### src/rtl/operand_sched_pkg.sv
// Shared definitions for the decode-stage operand scheduler and its scoreboard.
package operand_sched_pkg;

  localparam int unsigned REG_IDX_W = 5;
  localparam logic [REG_IDX_W-1:0] X0 = '0;

  // Wait and Rd are substates of whichever source sel_q points at.
  typedef enum logic [2:0] {
    StIdle,
    StSrc,
    StWait,
    StRd,
    StOut
  } sched_state_e;

  typedef enum logic {
    SelRs1,
    SelRs2
  } src_sel_e;

endpackage

### src/rtl/operand_sched_sb_counter_bank.sv
// Per-register pending-writer counters: one lock port and two release ports per cycle.
module operand_sched_sb_counter_bank
  import operand_sched_pkg::*;
#(
  parameter int unsigned NREG   = 32,
  parameter int unsigned PEND_W = 2
) (
  input  logic                             clk_i,
  input  logic                             rst_ni,
  input  logic                             inc_en_i,
  input  logic [REG_IDX_W-1:0]             inc_idx_i,
  input  logic                             dec0_en_i,
  input  logic [REG_IDX_W-1:0]             dec0_idx_i,
  input  logic                             dec1_en_i,
  input  logic [REG_IDX_W-1:0]             dec1_idx_i,
  output logic [NREG-1:0][PEND_W-1:0]      cnt_o,
  output logic [NREG-1:0]                  zero_o,
  output logic [NREG-1:0]                  full_o,
  output logic                             err_o
);

  localparam logic [PEND_W-1:0] PendOne = PEND_W'(1);
  localparam logic [PEND_W-1:0] PendTwo = PEND_W'(2);
  localparam logic [PEND_W-1:0] PendMax = '1;

  logic [NREG-1:0][PEND_W-1:0] cnt_q, cnt_d;

  always_comb begin
    cnt_d = cnt_q;
    err_o = 1'b0;
    for (int unsigned i = 0; i < NREG; i++) begin
      if (dec0_en_i && dec0_idx_i == REG_IDX_W'(i) && dec1_en_i && dec1_idx_i == REG_IDX_W'(i)) begin
        if (cnt_q[i] > PendOne) begin
          cnt_d[i] = cnt_q[i] - PendTwo;
        end else begin
          cnt_d[i] = '0;
          err_o    = 1'b1;
        end
      end else if ((dec0_en_i && dec0_idx_i == REG_IDX_W'(i)) ||
                   (dec1_en_i && dec1_idx_i == REG_IDX_W'(i))) begin
        if (cnt_q[i] != '0) begin
          cnt_d[i] = cnt_q[i] - PendOne;
        end else begin
          err_o = 1'b1;
        end
      end
      // Applied after the release so a same-cycle lock and release net to zero.
      if (inc_en_i && inc_idx_i == REG_IDX_W'(i)) begin
        cnt_d[i] = cnt_d[i] + PendOne;
      end
    end
  end

  always_ff @(posedge clk_i) begin
    if (!rst_ni) begin
      cnt_q <= '0;
    end else begin
      cnt_q <= cnt_d;
    end
  end

  always_comb begin
    cnt_o = cnt_q;
    for (int unsigned i = 0; i < NREG; i++) begin
      zero_o[i] = (cnt_q[i] == '0);
      full_o[i] = (cnt_q[i] == PendMax);
    end
  end

endmodule

### src/rtl/operand_sched.sv
// Decode-stage operand scheduler: resolves rs1/rs2 from x0, EX/MA releases or the regfile,
// stalls on RAW hazards and locks rd when operands are handed to EX.
module operand_sched
  import operand_sched_pkg::*;
#(
  parameter int unsigned REG_SZ = 32,
  parameter int unsigned NREG   = 32,
  parameter int unsigned PEND_W = 2
) (
  input  logic                 clk,
  input  logic                 rst,
  input  logic                 dec_valid,
  output logic                 dec_ready,
  input  logic [REG_IDX_W-1:0] dec_rs1,
  input  logic                 dec_use1,
  input  logic [REG_IDX_W-1:0] dec_rs2,
  input  logic                 dec_use2,
  input  logic [REG_IDX_W-1:0] dec_rd,
  input  logic                 dec_wb,
  output logic                 rf_re,
  output logic [REG_IDX_W-1:0] rf_idx,
  input  logic                 rf_rack,
  input  logic [REG_SZ-1:0]    rf_data,
  input  logic                 ex_ack,
  input  logic [REG_IDX_W-1:0] ex_idx,
  input  logic [REG_SZ-1:0]    ex_val,
  input  logic                 ma_ack,
  input  logic [REG_IDX_W-1:0] ma_idx,
  input  logic [REG_SZ-1:0]    ma_val,
  output logic                 opr_valid,
  input  logic                 opr_ready,
  output logic [REG_SZ-1:0]    opr1,
  output logic [REG_SZ-1:0]    opr2,
  output logic                 stall,
  input  logic                 flush,
  output logic                 sb_err
);

  sched_state_e         state_q, state_d;
  src_sel_e             sel_q, sel_d;
  logic [REG_IDX_W-1:0] rs1_q, rs1_d, rs2_q, rs2_d, rd_q, rd_d;
  logic                 use1_q, use1_d, use2_q, use2_d, wb_q, wb_d;
  logic [REG_SZ-1:0]    opr1_q, opr1_d, opr2_q, opr2_d;
  logic                 sb_err_q, sb_err_d;

  logic [NREG-1:0][PEND_W-1:0] pend_cnt;
  logic [NREG-1:0]             pend_zero, pend_full;
  logic                        cnt_err, inc_en;

  logic [REG_IDX_W-1:0] cur_idx;
  logic                 cur_use, ex_hit, ma_hit, rel_zero, lock_need, capture;
  logic [1:0]           rel_n;
  logic [PEND_W:0]      cur_cnt, rel_cnt;
  logic [REG_SZ-1:0]    rel_val, cap_val;

  operand_sched_sb_counter_bank #(
    .NREG   (NREG),
    .PEND_W (PEND_W)
  ) u_sb_counter_bank (
    .clk_i      (clk),
    .rst_ni     (rst),
    .inc_en_i   (inc_en),
    .inc_idx_i  (rd_q),
    .dec0_en_i  (ex_ack),
    .dec0_idx_i (ex_idx),
    .dec1_en_i  (ma_ack),
    .dec1_idx_i (ma_idx),
    .cnt_o      (pend_cnt),
    .zero_o     (pend_zero),
    .full_o     (pend_full),
    .err_o      (cnt_err)
  );

  assign cur_idx   = (sel_q == SelRs2) ? rs2_q : rs1_q;
  assign cur_use   = (sel_q == SelRs2) ? use2_q : use1_q;
  assign ex_hit    = ex_ack && (ex_idx == cur_idx);
  assign ma_hit    = ma_ack && (ma_idx == cur_idx);
  assign rel_n     = {1'b0, ex_hit} + {1'b0, ma_hit};
  assign cur_cnt   = {1'b0, pend_cnt[cur_idx]};
  assign rel_cnt   = (PEND_W+1)'(rel_n);
  // The release that empties the counter carries the youngest value; EX is younger than MA.
  assign rel_zero  = (cur_cnt != '0) && (rel_cnt >= cur_cnt);
  assign rel_val   = ex_hit ? ex_val : ma_val;
  assign lock_need = wb_q && (rd_q != X0);

  always_comb begin
    state_d   = state_q;
    sel_d     = sel_q;
    rs1_d     = rs1_q;
    rs2_d     = rs2_q;
    rd_d      = rd_q;
    use1_d    = use1_q;
    use2_d    = use2_q;
    wb_d      = wb_q;
    opr1_d    = opr1_q;
    opr2_d    = opr2_q;
    sb_err_d  = sb_err_q | cnt_err;
    dec_ready = 1'b0;
    rf_re     = 1'b0;
    opr_valid = 1'b0;
    stall     = 1'b0;
    inc_en    = 1'b0;
    capture   = 1'b0;
    cap_val   = '0;

    unique case (state_q)
      StIdle: begin
        dec_ready = !flush;
        if (dec_valid && !flush) begin
          rs1_d   = dec_rs1;
          rs2_d   = dec_rs2;
          rd_d    = dec_rd;
          use1_d  = dec_use1;
          use2_d  = dec_use2;
          wb_d    = dec_wb;
          opr1_d  = '0;
          opr2_d  = '0;
          sel_d   = SelRs1;
          state_d = StSrc;
        end
      end
      StSrc: begin
        if (!cur_use || cur_idx == X0) begin
          capture = 1'b1;
        end else if (!pend_zero[cur_idx]) begin
          if (rel_zero) begin
            capture = 1'b1;
            cap_val = rel_val;
          end else begin
            stall   = 1'b1;
            state_d = StWait;
          end
        end else begin
          rf_re = 1'b1;
          if (rf_rack) begin
            capture = 1'b1;
            cap_val = rf_data;
          end else begin
            state_d = StRd;
          end
        end
      end
      StWait: begin
        if (rel_zero) begin
          capture = 1'b1;
          cap_val = rel_val;
        end else if (pend_zero[cur_idx]) begin
          state_d = StSrc;
        end else begin
          stall = 1'b1;
        end
      end
      StRd: begin
        rf_re = 1'b1;
        if (rf_rack) begin
          capture = 1'b1;
          cap_val = rf_data;
        end
      end
      StOut: begin
        opr_valid = !(lock_need && pend_full[rd_q]);
        if (opr_valid && opr_ready) begin
          inc_en  = lock_need;
          state_d = StIdle;
        end
      end
      default: state_d = StIdle;
    endcase

    if (capture) begin
      if (sel_q == SelRs1) begin
        opr1_d  = cap_val;
        sel_d   = SelRs2;
        state_d = StSrc;
      end else begin
        opr2_d  = cap_val;
        state_d = StOut;
      end
    end

    if (flush) begin
      state_d   = StIdle;
      rf_re     = 1'b0;
      stall     = 1'b0;
      opr_valid = 1'b0;
      inc_en    = 1'b0;
    end
  end

  always_ff @(posedge clk) begin
    if (!rst) begin
      state_q  <= StIdle;
      sel_q    <= SelRs1;
      rs1_q    <= '0;
      rs2_q    <= '0;
      rd_q     <= '0;
      use1_q   <= 1'b0;
      use2_q   <= 1'b0;
      wb_q     <= 1'b0;
      opr1_q   <= '0;
      opr2_q   <= '0;
      sb_err_q <= 1'b0;
    end else begin
      state_q  <= state_d;
      sel_q    <= sel_d;
      rs1_q    <= rs1_d;
      rs2_q    <= rs2_d;
      rd_q     <= rd_d;
      use1_q   <= use1_d;
      use2_q   <= use2_d;
      wb_q     <= wb_d;
      opr1_q   <= opr1_d;
      opr2_q   <= opr2_d;
      sb_err_q <= sb_err_d;
    end
  end

  assign rf_idx = rf_re ? cur_idx : X0;
  assign opr1   = opr1_q;
  assign opr2   = opr2_q;
  assign sb_err = sb_err_q;

endmodule

### config.mk
export PLATFORM = sky130hd
export DESIGN_NAME = operand_sched
export DESIGN_NICKNAME = d
export VERILOG_FILES = /design/src/rtl/operand_sched_pkg.sv /design/src/rtl/operand_sched_sb_counter_bank.sv /design/src/rtl/operand_sched.sv
export SDC_FILE = /design/constraint.sdc
export NUM_CORES = 1
export LEC_CHECK = 0
export BUFFER_PORTS_ARGS = -buffer_cell sky130_fd_sc_hd__buf_4
export CORE_ASPECT_RATIO = 0.75
export CORE_MARGIN = 1
export CORE_UTILIZATION = 47
export DETAILED_ROUTE_END_ITERATION = 6
export GPL_TIMING_DRIVEN = 0
export PLACE_DENSITY = 0.77
export SETUP_SLACK_MARGIN = 0.4
export SKIP_LAST_GASP = 1
export SYNTH_ARGS = -nofsm -noshare
export SYNTH_HDL_FRONTEND = slang
export SYNTH_SLANG_ARGS = --single-unit
export TNS_END_PERCENT = 20
### constraint.sdc
create_clock -name clk -period 5.1 [get_ports clk]
set_input_delay 0.255 -clock clk [delete_from_list [all_inputs] [get_ports clk]]
set_output_delay 0.255 -clock clk [all_outputs]
set_load 0.05 [all_outputs]
Word-level counts from Yosys, hierarchy flattened --
Cells that the tools add are included.
Storage, ports and cells: word-level logic and storage cells 941, flip-flop bits (word level) 151, output and inout bits 74, bits of input ports 132
Operators by class: order comparisons 35, bitwise gates (word level) 2, equal/unequal tests 139, add/sub/neg operators 97, reductions and logical operators 277, muxes and demuxes 348
Operator list (number):
- $mux 32 | 13
- $mux 2 | 161
- $eq 5x5->1 const B | 48
- $logic_and 1x1->1 | 167
- $mux 1 | 154
- $eq 5x4->1 const B | 24
- $pmux 32 s3 | 1
- $add 2x1->2 const B | 32
- $eq 2x2->1 const B | 32
- $gt 2x1->1 const B | 32
- $logic_not 2->1 | 32
- $reduce_bool 2->1 | 32
- $sub 2x1->2 const B | 32
- $sub 2x2->2 const B | 32
- $eq 5x3->1 const B | 12
- $logic_or 1x1->1 | 33
- $eq 5x2->1 const B | 6
- $mux 3 | 10
- $logic_not 5->1 | 4
- $eq 5x1->1 const B | 3
- $ne 3x3->1 const B | 5
- $pmux 3 s5 | 1
- $lt 5x6->1 const B | 2
- $bmux 1 s5 | 2
- 21 further kinds | 28

Longest topological paths before layout --
Gate-level depths: netlist of the first run.
word-level depth 99, mapped depth 19

Cells and area by module --
A second synthesis of the first run with hierarchy kept.
Unflattened totals: cell total of the unflattened synthesis 1712, area total of the unflattened synthesis 12913.6 um^2
By module, submodules not included:
- operand_sched_sb_counter_bank | times used 1, cells each 936, area an instance 6779.0 um^2
- operand_sched | times used 1, cells each 776, area an instance 6134.6 um^2

Least setup slack after synthesis of the first run --
No wires, ideal clock.
path kind register to output, from register sel_q, to output port stall, cell stages (with the launch flop) 17, arrival 4516 ps, path buffers 4, data required time 4845 ps, path slack 329 ps, cells stage by stage dfxtp_1 buf_6 mux2i_1 buf_2 buf_2 xnor2_1 nor4_1 nand3_1 clkbuf_1 inv_1 ha_1 inv_1 ha_1 nand2b_1 a21oi_1 nand2_1 nor4_1
Between the ends: word-level cells in the longest chain between the ends 11
Ends and longest elaborated chain:
- start: declaration | line operand_sched.sv:40 | src_sel_e sel_q, sel_d;
- start signal: assignment | line operand_sched.sv:193 | sel_q <= SelRs1;
- start signal: assignment | line operand_sched.sv:205 | sel_q <= sel_d;
- parallel branches: the longest is 9 deep, another holds $ge 2x2->1
- $pmux 1 s2 * | line operand_sched.sv:106 | unique case (state_q)
- $mux 1 * | line operand_sched.sv:181 | if (flush) begin
- end: declaration | line operand_sched.sv:34 | output logic stall,
Every way passes the cells marked *. The select of a mux whose other input is x is not followed.

Worst setup path after layout of the first run --
Same ends and word-level chain as after synthesis.

==> reports/results.txt, run 1 <==
Core area: 22200 um^2
Initial antenna violation count: 0
Syn nets: 1518
FF+latch count, synth: 151
Clock tree buffer depth: 2
Vias in the first global route: 10846
Die area: 23400 um^2
Failing checks: DRC
Die H: 133 um
Yosys warns: 0
Worst EP required: 4.85 ns
Bufs and invs on worst path: 4
Slew Limit Fails: 0
Worst path arrival time: 4.27 ns
Cell Chain, Critical Path: buf_6 -> buf_4 -> mux2i_2 -> clkbuf_1 -> mux2_2 -> o21ai_0 -> o21ai_0 -> ha_1 -> nand2b_1 -> a21oi_2 -> nand2_1 -> nor4_2 -> buf_4
Final Hold Vio Count: 0
CTS tree: built
Hold Path End: rs2_q[2]
R2R Path End: opr1[19]
Worst setup margin: 0.574 ns
Status: finished, violations left
Die W: 176 um
Setup skew after layout: 0.0114 ns
Share of the synthesized area in the top cell type: 28.3%
P&R area growth vs syn: 24.5%
Largest net degree at the start of global routing: 17
CTS buffer count: 17
RePlAce Congestion: 1.06
Most common cell in the netlist: nand2_1
Final setup fails: 0
EDFF count, synth: 0
Total GRT Usage: 34.1%
Gr ovfl total: 0
I/O pin count: 206
Mapped Avg Cell Area: 7.73 um^2
Via density: 6.25
H-tree depth: 4
Final Critical Period: 4.53 ns
Avg WL per Cell: 21.2 um
Nets: 1739
Most common flop cell mapped by yosys: dfxtp_1
Hold buffers post-CTS: 0
Clk_lat worst skew: 0.44 ns
Max Cap Violations: 0
Drt initial violations: 1814
Critical path class: reg2out
Placement Cell Area: 12600 um^2
Share of layout cells above drive strength 1: 19.2%
Top post-synthesis cells by area: dfxtp_1 (28%), nand2_1 (7.5%), nor2_1 (6.2%)
CTS sink count: 151
Cell area after synthesis: 10700 um^2
Setup WS pre-CTS: -0.536 ns
Leading area contributor after synthesis: dfxtp_1
Post-Route WL: 40.6 mm
FF-to-FF path depth: 15
Achievable Freq: 221 MHz
RSZ-0062 raised after global routing: false
Cell depth of the worst hold path: 3
CP delay by family, top: buffers and inverters
CTS clk-pin slew, worst paths: 0.07 ns
Hold path startpoint: dec_rs2[2]
Detail Placement HPWL: 30.5 mm
Final Cycle Share: 88.7%
Most common library cells after synthesis: nand2_1 (214), nor2_1 (178), dfxtp_1 (151)
Hold WC Path Type: in2reg
Ys async rst share: 0%
Worst-path fanout max: 10
Maximum VDD drop: 0.000191 V
Finished Cell Area: 13300 um^2
First-pass GRT wire length: 61.5 mm
Root Driver: clkbuf_16
Effective utilization at floorplan: 48.2%
CP Capture Type: output port
Synth cell types: 77
DR DRC count: 2
Rows: 47
Crit start category: register
Slew margin rel.: 21.3%
Pwr/cell area: 229 nW/um^2
PortBufs: 199
Initial DRT Pass Iterations: 7
Mapped Cells: 1383
Finished Core Util: 60.1%
Antenna-violating nets left: 0
CP peak stage delay: 0.52 ns
Reg2reg start: sel_q
Worst-Margin Slew: 1.17 ns
Seq/Total Area, Yosys: 28.3%
Routed vias: 11959
Critical Path Slowest Stage Cell: mux2i_2
FF-to-FF setup slack: 0.60 ns
Leakage Power: 5.01 nW
cell type report:
class	instances	area (um^2)
Clock inverter	14	178
Fill cell	1981	8850
Buffer	102	547
Clock buffer	18	429
Inverter	19	71.3
Antenna cell	1	2.50
Timing Repair Buffer	202	1530
Multi-Input combinational cell	1111	7170
Tap cell	294	368
Sequential cell	151	3020
kinds of logic (layout without fill, tap and decap cells):
logic type      Yosys count  after routing  synth area share [%]
compound gates          363            363                  24.3
xor+xnor                 72             72                  5.90
fa+ha+maj                 6              6                 0.632
buf+inv                 121            355                  5.44
flops                   151            151                  28.3
mux                      86             86                  10.2
other cells               0              1                     0
simple gates            584            584                  25.3
layout by cell type, fill, tap and decap left out, types with 38 or more instances in the layout:
cell type and count:
o2bb2ai_1 63, mux2i_1 61, o21ai_0 52, clkbuf_1 68, nand2_1 214, dfxtp_1 151
a21oi_1 87, nor2_1 178, xor2_1 39, nor3_1 38, buf_4 205
worst reg2reg max path, cell delays in order (launching register included):
cell       delay (ns)
dfxtp_1          0.34
buf_6            0.13
buf_4            0.19
mux2i_2          0.52
clkbuf_1         0.52
mux2_2           0.40
o21ai_0          0.36
o21ai_0          0.17
ha_1             0.30
nand2b_1         0.16
a21oi_2          0.21
or4_1            0.14
clkbuf_1         0.25
buf_2            0.30
a2bb2oi_2        0.28
o2bb2ai_1        0.11
per-stage QoR:
| step | TNS [ns] | hold slack (ns) | cells | total power, mW |
|---|---|---|---|---|
| global placement | -21.46 | 0.440 | 1876 | 1.68 |
| finish | 0 | 0.0649 | 1912 | 3.05 |
| global route | 0 | 0.0796 | 1911 | 3.11 |
| floorplan | 0 | 0.391 | 1383 | 1.49 |
| detailed placement | -24.92 | 0.448 | 1876 | 1.69 |
| CTS | 0 | 0.0665 | 1908 | 3.02 |
flip-flops by register name, summed over array words and instances, names as in the netlist:
name / cells
opr1: 32
opr2: 32
rd_q: 5
rs1_q: 5
rs2_q: 5
sb_err: 1
sel_q: 1
state_q: 3
u_sb_counter_bank.cnt_o: 64
use1_q: 1
use2_q: 1
wb_q: 1
routing by layer:
layer	global-route usage, %	wire (um)
met5	0	0
met2	49.4	17100
met3	10.7	5470
met1	47.6	16800
met4	11.1	1230
how the worst max path moves through the flow:
| stage | from | slack [ns] | cells after the start | end |
|---|---|---|---|---|
| finish | sel_q | 0.57 | 13 | stall |
| global route | sel_q | 0.41 | 18 | opr2[6] |
| CTS | sel_q | 0.41 | 18 | opr2[15] |
| detailed placement | sel_q | -0.54 | 19 | opr2[19] |
| global placement | sel_q | -0.48 | 19 | opr1[19] |
| floorplan | sel_q | 0.89 | 16 | stall |
where the power goes:
part	leakage (nW)	internal, mW	switching (mW)
clock	0.299	0.746	0.606
sequential	1.22	1.19	0.00931
combinational	3.50	0.197	0.305
timing repair:
item / 4_1_cts / 5_1_grt
pin swaps: 0 / 1
gates resized for setup: 16 / 15
endpoints found under the setup margin: 69 / 66
setup buffers: 0 / 3
cloned: 0 / 0
No activity file was read; power rests on OpenSTA's default activity.
==> inputs of run 2 (changes only) <==
Settings changed: CORE_MARGIN 1 to 4, PLACE_DENSITY 0.77 to 0.8.
==> reports/results.txt, run 2 (synthesis results as in run 1) <==
Status: completed
Effective utilization at floorplan: 48.1% (-0.13 points)
Most frequent cells in the layout: nand2_1 (214), buf_4 (206), nor2_1 (178)
CP delay by family, top: buffers and inverters
Final setup fails: 0 (unchanged)
I/O pin count: 206 (unchanged)
Final Total Pwr: 2.92 mW (-4.2%)
Final Hold Vio Count: 0 (unchanged)
Critical path class: reg2out
Placement Cell Area: 12600 um^2 (about the same)
Slew margin rel.: 20.5% (-0.78 points)
Final Cycle Share: 87.1% (-1.6 points)
P&R area growth vs syn: 23.7%
Hold buffers post-CTS: 0 (unchanged)
Ant. Diodes: 0 (-1)
Achievable Freq: 225 MHz (+1.9%)
Initial DRT Pass Iterations: 6 (-1)
Bufs and invs on worst path: 5 (+1)
Placed insts: 1877 (+0.053%)
Worst path arrival time: 4.19 ns (-0.08 ns)
Max Cap Violations: 0 (unchanged)
Clk_lat worst skew: 0.45 ns (about the same)
Finished Cell Area: 13200 um^2 (-0.64%)
CTS buffer count: 17 (unchanged)
Setup WS pre-CTS: -0.331 ns (+0.204 ns)
Vias in the first global route: 11119 (+2.5%)
Initial antenna violation count: 0 (unchanged)
Drt initial violations: 1490 (-18%)
Seq. cell area: 3020 um^2 (unchanged)
Max FFs per register: 64 (unchanged)
Hold WC Path Type: in2reg
Nets: 1741 (+0.12%)
CTS sink count: 151 (unchanged)
Maximum VDD drop: 0.000230 V (+21%)
Largest net degree at the start of global routing: 17 (unchanged)
Share of layout cells above drive strength 1: 19.2% (about the same)
Pwr/cell area: 221 nW/um^2 (-3.6%)
Detail Placement HPWL: 32.4 mm (+6.4%)
Root Driver: clkbuf_16
Worst EP required: 4.85 ns (about the same)
Clock tree buffer depth: 2 (unchanged)
Core area: 22200 um^2 (+0.27%)
Worst-path fanout max: 10 (unchanged)
Total GRT Usage: 32.5% (-1.6 points)
Commonest non-fill, non-tap cell in the layout: nand2_1
Final setup TNS: 0 ns (unchanged)
Die H: 139 um (+4.5%)
Rows: 47 (unchanged)
Multi-input logic area: 7140 um^2 (-0.51%)
Critical Path Slowest Stage Cell: mux2i_2
PortBufs: 199 (unchanged)
CTS tree: built
First-pass GRT wire length: 64.6 mm (+5.1%)
Crit start category: register
Avg WL per Cell: 22.2 um (+4.6%)
Setup skew after layout: 0.0112 ns (-0.000214 ns)
Gr ovfl total: 0 (unchanged)
Antenna-violating nets left: 0 (unchanged)
Fillers: 2066 (+4.3%)
Post-Route WL: 42.5 mm (+4.6%)
Worst setup margin: 0.657 ns (+0.0831 ns)
H-tree depth: 4 (unchanged)
CP peak stage delay: 0.56 ns (+0.04 ns)
Post-Layout Cell Count: 1912 (unchanged)
Via density: 6.26 (+0.15%)
Final Critical Period: 4.44 ns (-0.0831 ns)
Die area: 25300 um^2 (+8.1%)
RePlAce Congestion: 1.06 (-0.24%)
Die W: 182 um (+3.4%)
DR DRC count: 0 (-2)
Cell Chain, Critical Path: buf_6 -> buf_4 -> mux2i_2 -> clkbuf_2 -> xnor2_1 -> nor4_1 -> and3_1 -> ha_1 -> inv_1 -> ha_1 -> nand2b_1 -> a21oi_2 -> nand2_1 -> nor4_2 -> buf_4
Leakage Power: 4.98 nW (-0.58%)
CTS clk-pin slew, worst paths: 0.06 ns (about the same)
Worst-Margin Slew: 1.18 ns (+0.00568 ns)
Routed vias: 11977 (+0.15%)
RSZ-0062 raised after global routing: false
CP Capture Type: output port
Slew Limit Fails: 0 (unchanged)
run 2: per-layer routing:
layer / wire length, um / share of wire (%) / GRT usage [%] / vias up
met5: 0 / 0 / 0 / -
met1: 18000 / 42 / 45.9 / 5668
met4: 1430 / 3.4 / 10.6 / 0
li1: - / - / - / 5457
met2: 17600 / 41 / 47.0 / 735
met3: 5400 / 13 / 10.4 / 117
run 2: through the flow:
step / hold WS [ns] / util (%)
floorplan: 0.391 / -
global placement: 0.442 / 56.5
detailed placement: 0.448 / 56.5
CTS: 0.0483 / 59.3
global route: 0.0622 / 59.5
finish: 0.0582 / 59.5
run 2: power breakdown:
part | internal [mW] | total, mW | switching, mW
Combinational | 0.193 | 0.489 | 0.297
Sequential | 1.19 | 1.20 | 0.00858
Clock | 0.693 | 1.24 | 0.543
run 2: area by class of cell:
class                      instances  share of cell area (%)
buffer                           102                    4.18
clock buffer                      20                    3.45
clock inverter                    11                   0.756
inverter                          19                   0.539
multi-input combinational       1111                    53.9
sequential                       151                    22.8
tap                              294                    2.78
timing repair buffer             204                    11.5
run 2: worst paths after layout:
path | cells past startpoint | slack [ns] | start | to
setup reg to reg | 17 | 0.66 | sel_q | opr2[9]
setup / recovery | 15 | 0.66 | sel_q | stall
hold / removal | 3 | 0.06 | dec_rs1[4] | rs1_q[4]
hold reg to reg | 2 | 0.46 | use2_q | use2_q
run 2: worst register-to-register path, stage by stage (launching register included):
cell and delay [ns]:
dfxtp_1 0.32, buf_6 0.13, mux2i_2 0.36, buf_4 0.30, clkbuf_2 0.41, mux4_2 0.42
mux2i_1 0.15, nand2_1 0.07, o211ai_1 0.13, o21ai_0 0.18, ha_1 0.30, nand2b_1 0.12
a21oi_2 0.08, a2111o_1 0.40, mux2i_4 0.38, a21oi_2 0.23, buf_6 0.21, o2bb2ai_1 0.14
run 2: repair_timing:
action	4_1_cts	5_1_grt
setup endpoints to repair	69	63
buffers inserted	0	3
gates resized for setup	18	10
endpoints found under the hold margin	0	0
pin swaps	0	1
